--- config.mk ---
export PLATFORM = sky130hd
export DESIGN_NAME = wallace_mult_seq_flat
export DESIGN_NICKNAME = d
export VERILOG_FILES = /design/src/rtl/wallace_mult_seq_pkg.sv /design/src/rtl/wallace_mult_seq_if.sv /design/src/rtl/wallace_mult_seq_tree.sv /design/src/rtl/wallace_mult_seq.sv /design/src/flat_wrapper.sv
export SDC_FILE = /design/constraint.sdc
export NUM_CORES = 1
export LEC_CHECK = 0
export CAP_MARGIN = 20
export CORE_MARGIN = 4
export CORE_UTILIZATION = 35
export CTS_CLUSTER_DIAMETER = 100
export DETAILED_ROUTE_END_ITERATION = 12
export GPL_ROUTABILITY_DRIVEN = 0
export PLACE_DENSITY_LB_ADDON = 0.08
export SETUP_SLACK_MARGIN = 0.5
export SLEW_MARGIN = 10
export SYNTH_ARGS = -nofsm -noshare
export SYNTH_HDL_FRONTEND = slang
export SYNTH_SLANG_ARGS = --single-unit
--- constraint.sdc ---
create_clock -name clk -period 11.8 [get_ports clk]
set_clock_uncertainty 0.05 [all_clocks]
set_input_delay 2.36 -clock clk [delete_from_list [all_inputs] [get_ports clk]]
set_output_delay 2.36 -clock clk [all_outputs]
set_load 0.005 [all_outputs]
--- src/rtl/wallace_mult_seq_pkg.sv ---
// Shared types and sizing helpers for the sequential Wallace multiplier.
// Nibble count and index-counter width are derived from the operand width.
package wallace_seq_pkg;

    localparam int NIB_W = 4;

    typedef enum logic [1:0] {
        IDLE = 2'd0,
        RUN  = 2'd1,
        DONE = 2'd2
    } state_t;

    function automatic int numNibbles(input int width);
        return width / NIB_W;
    endfunction

    // A single-nibble operand still needs a one-bit index register.
    function automatic int idxWidth(input int width);
        int k;
        k = width / NIB_W;
        return (k <= 1) ? 1 : $clog2(k);
    endfunction

endpackage

--- src/rtl/wallace_mult_seq_if.sv ---
// Operand request and product response handshakes of the sequential multiplier.
// The requester/consumer side uses master; the multiplier uses slave.
interface wallace_mult_seq_if #(parameter int WIDTH = 8);

    logic                 in_valid;
    logic                 in_ready;
    logic [WIDTH-1:0]     a;
    logic [WIDTH-1:0]     b;
    logic                 out_valid;
    logic                 out_ready;
    logic [2*WIDTH-1:0]   p;
    logic                 busy;

    modport master (
        output in_valid, a, b, out_ready,
        input  in_ready, out_valid, p, busy
    );

    modport slave (
        input  in_valid, a, b, out_ready,
        output in_ready, out_valid, p, busy
    );

endinterface

--- src/rtl/wallace_mult_seq_tree.sv ---
// Combinational 4x4 unsigned Wallace multiplier: four partial-product rows
// reduced by two carry-save layers and one final carry-propagate add.
module Wallace_Tree_Multiplier_4x4 (
    input  logic [3:0] A,
    input  logic [3:0] B,
    output logic [8:0] Product
);

    logic [7:0] row [4];
    logic [7:0] s1, c1, s2, c2;

    always_comb begin
        for (int r = 0; r < 4; r++) begin
            row[r] = {4'b0000, A & {4{B[r]}}} << r;
        end
        s1 = row[0] ^ row[1] ^ row[2];
        c1 = ((row[0] & row[1]) | (row[0] & row[2]) | (row[1] & row[2])) << 1;
        // Carries out of bit 7 cannot occur since 15*15 < 256.
        s2 = s1 ^ c1 ^ row[3];
        c2 = ((s1 & c1) | (s1 & row[3]) | (c1 & row[3])) << 1;
        Product = {1'b0, s2} + {1'b0, c2};
    end

endmodule

--- src/rtl/wallace_mult_seq.sv ---
// WIDTH x WIDTH unsigned multiplier that time-shares one 4x4 Wallace tree,
// accumulating one shifted nibble-pair product per RUN cycle.
module wallace_mult_seq
    import wallace_seq_pkg::*;
#(
    parameter int WIDTH = 8
) (
    input  logic               clk,
    input  logic               rst,
    wallace_mult_seq_if.slave  bus
);

    localparam int K  = numNibbles(WIDTH);
    localparam int IW = idxWidth(WIDTH);
    localparam int PW = 2 * WIDTH;

    state_t            state_q, state_d;
    logic [WIDTH-1:0]  aReg_q, aReg_d;
    logic [WIDTH-1:0]  bReg_q, bReg_d;
    logic [PW-1:0]     acc_q, acc_d;
    logic [IW-1:0]     i_q, i_d;
    logic [IW-1:0]     j_q, j_d;

    logic [3:0]        aNib, bNib;
    logic [8:0]        prodFull;
    logic [PW-1:0]     partial;
    logic              unusedProdMsb;

    assign aNib = 4'(aReg_q >> (NIB_W * int'(i_q)));
    assign bNib = 4'(bReg_q >> (NIB_W * int'(j_q)));

    Wallace_Tree_Multiplier_4x4 uTree (
        .A       (aNib),
        .B       (bNib),
        .Product (prodFull)
    );

    assign unusedProdMsb = prodFull[8];
    assign partial = {{(PW-8){1'b0}}, prodFull[7:0]} << (NIB_W * (int'(i_q) + int'(j_q)));

    always_ff @(posedge clk or posedge rst) begin
        if (rst) begin
            state_q <= IDLE;
            aReg_q  <= '0;
            bReg_q  <= '0;
            acc_q   <= '0;
            i_q     <= '0;
            j_q     <= '0;
        end else begin
            state_q <= state_d;
            aReg_q  <= aReg_d;
            bReg_q  <= bReg_d;
            acc_q   <= acc_d;
            i_q     <= i_d;
            j_q     <= j_d;
        end
    end

    always_comb begin
        state_d = state_q;
        aReg_d  = aReg_q;
        bReg_d  = bReg_q;
        acc_d   = acc_q;
        i_d     = i_q;
        j_d     = j_q;
        unique case (state_q)
            IDLE: begin
                if (bus.in_valid) begin
                    aReg_d  = bus.a;
                    bReg_d  = bus.b;
                    acc_d   = '0;
                    i_d     = '0;
                    j_d     = '0;
                    state_d = RUN;
                end
            end
            RUN: begin
                acc_d = acc_q + partial;
                // i sweeps fastest; the final step lands on i=j=K-1.
                if (i_q == IW'(K - 1)) begin
                    i_d = '0;
                    if (j_q == IW'(K - 1)) begin
                        j_d     = '0;
                        state_d = DONE;
                    end else begin
                        j_d = j_q + 1'b1;
                    end
                end else begin
                    i_d = i_q + 1'b1;
                end
            end
            DONE: begin
                if (bus.out_ready) begin
                    state_d = IDLE;
                end
            end
            default: state_d = IDLE;
        endcase
    end

    assign bus.in_ready  = (state_q == IDLE);
    assign bus.out_valid = (state_q == DONE);
    assign bus.busy      = (state_q != IDLE);
    assign bus.p         = acc_q;

endmodule

--- src/flat_wrapper.sv ---
// flat-port wrapper written by rule: the top's interface ports become plain ports
module wallace_mult_seq_flat import wallace_seq_pkg::*;
#(
    parameter int WIDTH = 8
)
  (clk, rst, bus_in_valid, bus_a, bus_b, bus_out_ready, bus_in_ready, bus_out_valid, bus_p, bus_busy);
  wallace_mult_seq_if #(.WIDTH(WIDTH)) bus_i ();
  input  logic clk;
  input  logic rst;
  input wire logic [$bits(bus_i.in_valid)-1:0] bus_in_valid;
  input wire logic [$bits(bus_i.a)-1:0] bus_a;
  input wire logic [$bits(bus_i.b)-1:0] bus_b;
  input wire logic [$bits(bus_i.out_ready)-1:0] bus_out_ready;
  output wire logic [$bits(bus_i.in_ready)-1:0] bus_in_ready;
  output wire logic [$bits(bus_i.out_valid)-1:0] bus_out_valid;
  output wire logic [$bits(bus_i.p)-1:0] bus_p;
  output wire logic [$bits(bus_i.busy)-1:0] bus_busy;
  assign bus_i.in_valid = bus_in_valid;
  assign bus_i.a = bus_a;
  assign bus_i.b = bus_b;
  assign bus_i.out_ready = bus_out_ready;
  assign bus_in_ready = bus_i.in_ready;
  assign bus_out_valid = bus_i.out_valid;
  assign bus_p = bus_i.p;
  assign bus_busy = bus_i.busy;
  wallace_mult_seq #(.WIDTH(WIDTH)) u_core (.clk(clk), .rst(rst), .bus(bus_i));
endmodule
### After elaboration in Yosys (flattened, before gate mapping)

Index checks and enable logic that the tools add are counted.
Widths: inputs -> output; s select.

* output and inout bits: 19
* flip-flop bits (word level): 36
* word-level logic and storage cells: 58

* equality and inequality tests: 6
* reductions and logical operators: 7
* shift operators: 3
* bitwise operators: 18
* muxes and demuxes: 13
* $add $sub $neg: 5

Operators by type and width (number)
* $pmux 16 s2: 1
* $shl 8x32->16: 1
* $add 16x16->16: 1
* $and 4x4->4: 4
* $mux 16: 1
* $shr 8x3->4: 2
* $and 6x7->7: 2
* $or 7x7->7: 2
* $add 8x8->8: 1
* $mux 2: 4
* $and 7x7->7: 1
* $xor 6x7->7: 1
* $xor 7x7->7: 1
* $and 4x6->6: 1
* $and 5x6->6: 1
* $or 5x6->6: 1
* $or 6x6->6: 1
* $pmux 2 s3: 1
* $xor 5x6->6: 1
* $and 4x5->5: 1
* $xor 4x5->5: 1
* $mux 1: 4
* $ne 2x1->1 const B: 2
* $ne 2x2->1 const B: 2
* other kinds (10): 14

### Depth between registers and ports, before layout

Gate-level depths: netlist of run 1.

* depth in word-level cells: 12
* gate-level depth with buffers: 22

### By module

A second synthesis of run 1 with hierarchy kept.

* cell total of the unflattened synthesis: 286
* area total of the unflattened synthesis: 2722.6 um^2

By module, submodules not included
* wallace_mult_seq: seq. area each 900.9 um^2, cells each 240, instances 1, area an instance 2337.2 um^2
* Wallace_Tree_Multiplier_4x4: seq. area each 0.0 um^2, cells each 46, instances 1, area an instance 385.4 um^2

### Worst setup path before layout of run 1

No wires, ideal clock.

* path kind: reg-to-reg
* from: reg u_core.j_q
* to: reg u_core.acc_q[15], in the netlist u_core.bus.p[15]
* data arrival time: 4.921 ns
* setup slack: 6.705 ns
* clock period less this slack: 5.095 ns
* cell stages (with the launch flop): 21
* required time: 11.626 ns
* library setup time: 0.124 ns
* cell sequence: dfrtp_1 clkbuf_1 mux2i_1 or2_2 fa_1 inv_1 fa_1 ha_1 inv_1 fa_1 xnor2_1 mux2i_1 nor2_1 ha_1 or3_4 and3_4 nand3_2 o211ai_2 or3_1 and3_1 a211o_1

* cells in the longest elaborated chain, start to end: 12

Ends and longest elaborated chain
* from (decl): line wallace_mult_seq.sv:22 `logic [IW-1:0] j_q, j_d;`
* from (signal assigned): line wallace_mult_seq.sv:55 `j_q <= j_d;`
* $shr 8x3->4: line wallace_mult_seq.sv:30 `assign bNib = 4'(bReg_q >> (NIB_W * int'(j_q)));`
* $and 4x4->4: line wallace_mult_seq_tree.sv:14 `row[r] = {4'b0000, A & {4{B[r]}}} << r;`
* $and 4x5->5 / $and 4x6->6 (equally long branches): line wallace_mult_seq_tree.sv:17 `c1 = ((row[0] & row[1]) | (row[0] & row[2]) | (row[1] & row[2])) << 1;`
* $or 5x6->6: line wallace_mult_seq_tree.sv:17
* $or 6x6->6: line wallace_mult_seq_tree.sv:17
* $and 6x7->7: line wallace_mult_seq_tree.sv:20 `c2 = ((s1 & c1) | (s1 & row[3]) | (c1 & row[3])) << 1;`
* $or 7x7->7 (2 in a row): line wallace_mult_seq_tree.sv:20
* $add 8x8->8: line wallace_mult_seq_tree.sv:21 `Product = {1'b0, s2} + {1'b0, c2};`
* $shl 8x32->16 (*): line wallace_mult_seq.sv:39 `assign partial = {{(PW-8){1'b0}}, prodFull[7:0]} << (NIB_W * (int'(i_q) + int'(j_q)));`
* $add 16x16->16 (*): line wallace_mult_seq.sv:78 `acc_d = acc_q + partial;`
* $pmux 16 s2 (*): line wallace_mult_seq.sv:66 `unique case (state_q)`
* to (signal assigned): line wallace_mult_seq.sv:46 `acc_q <= '0;`
* to (signal assigned): line wallace_mult_seq.sv:53 `acc_q <= acc_d;`
* to (decl): line wallace_mult_seq.sv:20 `logic [PW-1:0] acc_q, acc_d;`

Mark *: on every way between the ends. The rest lies on a longest branch, timed or not.
A chain may end at the register's enable or synchronous reset.

### Final worst setup path of run 1

* from: reg u_core.j_q
* to: reg u_core.acc_q[13], in the netlist u_core.bus.p[13]

Same word-level chain as after synthesis.

==> flow_summary_export.csv, run 1 <==
group,metric,value,unit
layout,final_cell_mix,"clkdlybuf4s50_1 (38), dfrtp_1 (36), nor2_1 (30)",
yosys,syn_area_per_cell,9.73,µm²
yosys,synth_seq_area_share,34.2,%
worst_setup_path,cp-end-kind,"register",
sta,setup_violations,0,
run_status,status,"finished clean",
cts,clkTransAtPathRegs,0.08,ns
cts,numCtsBuffers,5,
global_routing,gr-usage-all-layers,14.1,%
global_routing,grt_overflow,0,
die,core_area,0.00729,mm²
global_routing,antenna_found_initial,0,
route,firstDrtPassIters,4,
route,wl_per_cell,14.3,µm
worst_setup_path,arrival,5.49,ns
layout,nFillCells,756,
yosys,synthTopCellsByArea,"dfrtp_1 (34%), ha_1 (11%), mux2_2 (6.8%)",
cts,cts_num_sinks,36,
yosys,synth_nets,321,
yosys,synthDistinctLibCells,45,
yosys,synth_edf_count,0,
sta,fin_crit,5.37,ns
layout,finalNetCount,359,
sta,finalHoldViolCount,0,
global_routing,grt_pass1_vias,2094,
place,dp_hpwl,4640,µm
yosys,ys.warnings.count,0,
layout,drive_above_1_share,11.6,%
sta,period_share,45.5,%
cts,cts_setup_buffers,0,
yosys,syn_area,0.00264,mm²
yosys,ys.flop_type,"dfrtp_1",
cts,clock_path_buffers,2,
place,portBuffers,38,
worst_setup_path,critPathMaxFanout,8,
sta,grt_setup_unrepaired,"no",
cts,cts_resized,0,
die,dieArea,0.00899,mm²
yosys,syn_inst,271,
yosys,synth_top_area_share,34.2,%
worst_setup_path,criticalPathCategory,"reg2reg",
layout,area_growth,21.3,%
global_routing,grt_max_degree,37,
sta,slew_violations,0,
yosys,ys_seq_elements,36,
route,viasPerCell,5.12,
worst_setup_path,crit_path_start_kind,"register",
die,die_h,94.8,µm
sta,relSlewSlack,47.3,%
global_routing,grt_pass1_wl,9890,µm
route,drtIter0Drc,40,
cts,clock-root-buffer,"clkbuf_8",
route,vias,2093,
cts,cts_tree,"yes",
route,drc_errors,0,
run,maxCapViolations,0,
cts,hold_buffers,0,
die,die_width,94.8,µm
route,postRouteAntennaNets,0,
min_path,hold_class,"reg2reg",
layout,insertedDiodeCount,0,
yosys,ys_async_sr_fraction,100,%
die,rows,31,
route,routed_wl,5860,µm
sta,max_freq,186,MHz
cts,clock_latency,0.30,ns
yosys,synth_top_area_cell,"dfrtp_1",
sta,tightest_slew,0.790,ns
die,io_pins,39,
die,start_util,36.2,%
layout,final_common_cell,"clkdlybuf4s50_1",
sta,fin_tns_setup,0,ns
cts,htree_num_levels,2,
worst_setup_path,required,11.92,ns
==> logic make-up after synthesis <==
logic type,count (synthesis),share of synthesized area [%]
muxes,26,10.6
adders and majority gates,30,16.2
buffers and inverters,21,3.80
and+or+nand+nor,76,13.9
AOI/OAI and AO/OA,68,16.7
xor gates and xnor gates,14,4.65
DFF,36,34.2
==> Yosys cell counts, types with 2 or more instances <==
library cell  count
a211o_1           2
a211oi_1          3
a21o_1            5
a21oi_1          17
a22o_1            7
and2_1            4
and3_1            2
clkbuf_1          5
clkbuf_8          2
dfrtp_1          36
fa_1              7
ha_1             23
inv_1            13
mux2_2           16
mux2i_1          10
nand2_1          20
nand3_1           3
nor2_1           30
nor2b_1           4
o211ai_1          2
o21a_1            2
o21ai_0          20
o21bai_1          2
or2_2             3
xnor2_1           9
xor2_1            5
==> critical path: stages (launching register included) <==
cell and delay, ns:
dfrtp_1 0.56, mux2i_1 0.22, or2_2 0.35, fa_1 0.53, inv_1 0.05, fa_1 0.53, ha_1 0.16, inv_1 0.05
fa_1 0.40, xnor2_1 0.16, mux2i_1 0.18, nor2_1 0.08, ha_1 0.34, or3_4 0.38, and3_4 0.18, a21boi_0 0.35
o221ai_1 0.19, a21oi_1 0.22, xor2_1 0.15, o21ai_0 0.08
==> flip-flops by register name, summed over array words and instances (netlist names) <==
register and count:
u_core.state_q 2, u_core.i_q 1, u_core.bus.p 16, u_core.bReg_q 8, u_core.j_q 1, u_core.aReg_q 8
==> area by class of cell <==
| cell class | instances | area [µm²] | area share (%) |
|---|---|---|---|
| tap | 99 | 124 | 3.87 |
| sequential | 36 | 901 | 28.2 |
| inverter | 13 | 48.8 | 1.53 |
| timing repair buffer | 39 | 388 | 12.1 |
| multi-input combinational | 214 | 1640 | 51.3 |
| clock inverter | 2 | 15.0 | 0.469 |
| clock buffer | 6 | 82.6 | 2.58 |
==> worst paths after layout <==
kind,start,slack [ns],to,depth (start not counted)
worst max-delay path,u_core.j_q$_DFFE_PP0P_,6.43,u_core.bus.p[13]$_DFFE_PP0P_,19
worst min-delay path,u_core.aReg_q[5]$_DFFE_PP0P_,0.46,u_core.aReg_q[5]$_DFFE_PP0P_,1
worst max register to register,u_core.j_q$_DFFE_PP0P_,6.43,u_core.bus.p[13]$_DFFE_PP0P_,19
worst min register to register,u_core.aReg_q[5]$_DFFE_PP0P_,0.46,u_core.aReg_q[5]$_DFFE_PP0P_,1
max in group asynchronous,rst,8.93,u_core.bus.p[14]$_DFFE_PP0P_,3
min in group asynchronous,rst,2.42,u_core.state_q[1]$_DFFE_PP0P_,3
==> metrics by stage <==
step	utilization (%)	hold slack [ns]	cells	setup slack (ns)	area, µm²
3_5_place_dp	42.5	0.445	401	6.45	3100
3_3_place_gp	42.5	0.440	401	6.53	3100
5_1_grt	43.9	0.484	409	6.05	3200
6_report	43.9	0.462	409	6.43	3200
2_1_floorplan	-	0.430	271	6.71	2640
4_1_cts	43.9	0.466	409	6.39	3200
==> per-layer routing <==
| layer | GRT usage [%] | vias to the layer above | share of wire [%] |
|---|---|---|---|
| met5 | 0 | - | 0 |
| met4 | 4.33 | 0 | 1.7 |
| met3 | 3.03 | 10 | 3.5 |
| met2 | 24.0 | 37 | 48 |
| met1 | 17.9 | 1009 | 47 |
| li1 | - | 1037 | - |
Power of run 1 is left out: the tool's default activity adds up to more than one toggle a clock period on the data nets, which glitch-free logic cannot reach.
==> inputs of run 2 (changes only) <==
==> constraint.sdc (replaced) <==
create_clock -name clk -period 5.26 [get_ports clk]
set_clock_uncertainty 0.05 [all_clocks]
set_input_delay 1.052 -clock clk [delete_from_list [all_inputs] [get_ports clk]]
set_output_delay 1.052 -clock clk [all_outputs]
set_load 0.005 [all_outputs]
==> run 2 against run 1 <==
Fmax grew 10%. Final cell count up 5.6%. Critical path depth rose by 2. Hold slack improved by 0.0033 ns. Flip-flop and latch count is the same. Final area rose by 10%. Register-to-register slack got worse by 6.0 ns. Critical endpoint is now u_core.bus.p[15]$_DFFE_PP0P_. Largest cell class unchanged.
==> flow_summary_export.csv, run 2 (same netlist as run 1, synthesis figures left out) <==
group,metric,value,unit
die,core_area,0.00729,mm²
global_routing,grt_pass1_vias,2168,
die,dieArea,0.00899,mm²
cts,clock-root-buffer,"clkbuf_8",
cts,numCtsBuffers,5,
layout,final_common_cell,"clkdlybuf4s50_1",
route,viasPerCell,5.12,
place,portBuffers,38,
layout,drive_above_1_share,25.8,%
die,die_h,94.8,µm
route,vias,2212,
global_routing,grt_max_degree,37,
cts,clkTransAtPathRegs,0.08,ns
min_path,hold_class,"reg2reg",
worst_setup_path,crit_path_start_kind,"register",
die,die_width,94.8,µm
worst_setup_path,arrival,5.00,ns
sta,hold_ws,0.465,ns
die,rows,31,
worst_setup_path,required,5.39,ns
cts,clock_path_buffers,2,
die,io_pins,39,
cts,cts_tree,"yes",
sta,period_share,92.5,%
layout,largest_reg_flops,16,
sta,setup_violations,0,
sta,max_freq,206,MHz
run,maxCapViolations,0,
global_routing,antenna_found_initial,0,
route,wl_per_cell,14.8,µm
worst_setup_path,critPathMaxFanout,5,
cts,htree_num_levels,2,
place,dp_hpwl,4730,µm
layout,area_growth,33.6,%
place,dpl_cell_area,0.00318,mm²
cts,cts_num_sinks,36,
cts,clock_latency,0.29,ns
route,routed_wl,6400,µm
worst_setup_path,criticalPathCategory,"reg2reg",
cts,hold_buffers,0,
layout,final_cell_mix,"clkdlybuf4s50_1 (38), dfrtp_1 (34), nor2_1 (28)",
sta,fin_crit,4.87,ns
layout,finalNetCount,382,
route,drtIter0Drc,73,
sta,finalHoldViolCount,0,
global_routing,grt_overflow,0,
layout,design_area,0.00352,mm²
run_status,status,"finished clean",
global_routing,gr-usage-all-layers,15.2,%
sta,slew_violations,0,
sta,relSlewSlack,49.4,%
route,firstDrtPassIters,4,
sta,grt_setup_unrepaired,"yes",
layout,insertedDiodeCount,0,
worst_setup_path,cp-end-kind,"register",
die,start_util,36.2,%
route,postRouteAntennaNets,0,
route,drc_errors,0,
global_routing,grt_pass1_wl,10600,µm
sta,tightest_slew,0.758,ns
-- run 2: final cells by class --
cell class	count	area (µm²)
Fill cell	745	3770
Multi-Input combinational cell	214	1800
Sequential cell	36	903
Timing Repair Buffer	62	561
Tap cell	99	124
Clock buffer	5	68.8
Inverter	13	48.8
Clock inverter	3	18.8
-- run 2: metal layers --
metal | wire (µm) | vias up | global-route usage [%]
met5 | 0 | - | 0
met4 | 227 | 0 | 7.69
met3 | 292 | 18 | 3.43
met2 | 2960 | 45 | 23.3
met1 | 2920 | 1068 | 20.2
li1 | - | 1081 | -
-- run 2: repair_timing --
action,CTS,global route
hold endpoints to repair,0,0
buffers inserted,13,5
pin swaps,12,14
endpoints found under the setup margin,8,6
resized for setup,15,15
-- run 2: per-stage QoR --
step | TNS [ns] | std cells | setup WS [ns] | util [%]
finish | 0 | 432 | 0.395 | 48.3
global route | 0 | 432 | 0.243 | 48.3
CTS | 0 | 427 | 0.407 | 46.9
detailed placement | -0.0112 | 406 | -0.0112 | 43.7
global placement | 0 | 406 | 0.0287 | 43.7
floorplan | 0 | 271 | 0.415 | -
-- run 2: worst paths after layout --
kind / start / to / slack, ns / cells past startpoint
worst max-delay path: u_core.j_q$_DFFE_PP0P_ / u_core.bus.p[15]$_DFFE_PP0P_ / 0.39 / 21
worst min-delay path: u_core.bReg_q[3]$_DFFE_PP0P_ / u_core.bReg_q[3]$_DFFE_PP0P_ / 0.47 / 1
min in group asynchronous: rst / u_core.bus.p[2]$_DFFE_PP0P_ / 1.12 / 3
worst min register to register: u_core.bReg_q[3]$_DFFE_PP0P_ / u_core.bReg_q[3]$_DFFE_PP0P_ / 0.47 / 1
max in group asynchronous: rst / u_core.j_q$_DFFE_PP0P_ / 3.69 / 3
worst max register to register: u_core.j_q$_DFFE_PP0P_ / u_core.bus.p[15]$_DFFE_PP0P_ / 0.39 / 21
-- run 2: worst max-delay path, stage by stage, from the launching register on --
cell and delay, ns:
dfrtp_2 0.49, mux2i_4 0.21, or2_4 0.26, fa_1 0.55
inv_2 0.04, fa_2 0.55, ha_4 0.14, inv_2 0.04
fa_2 0.53, nor2_2 0.04, a21oi_2 0.17, buf_4 0.13
nor2_1 0.04, ha_1 0.28, nand4_1 0.16, buf_4 0.14
nor2_1 0.04, nand3_2 0.07, o211ai_2 0.08, or3_1 0.37
and3_1 0.15, a211o_1 0.21
Power of run 2 is left out for the same reason.
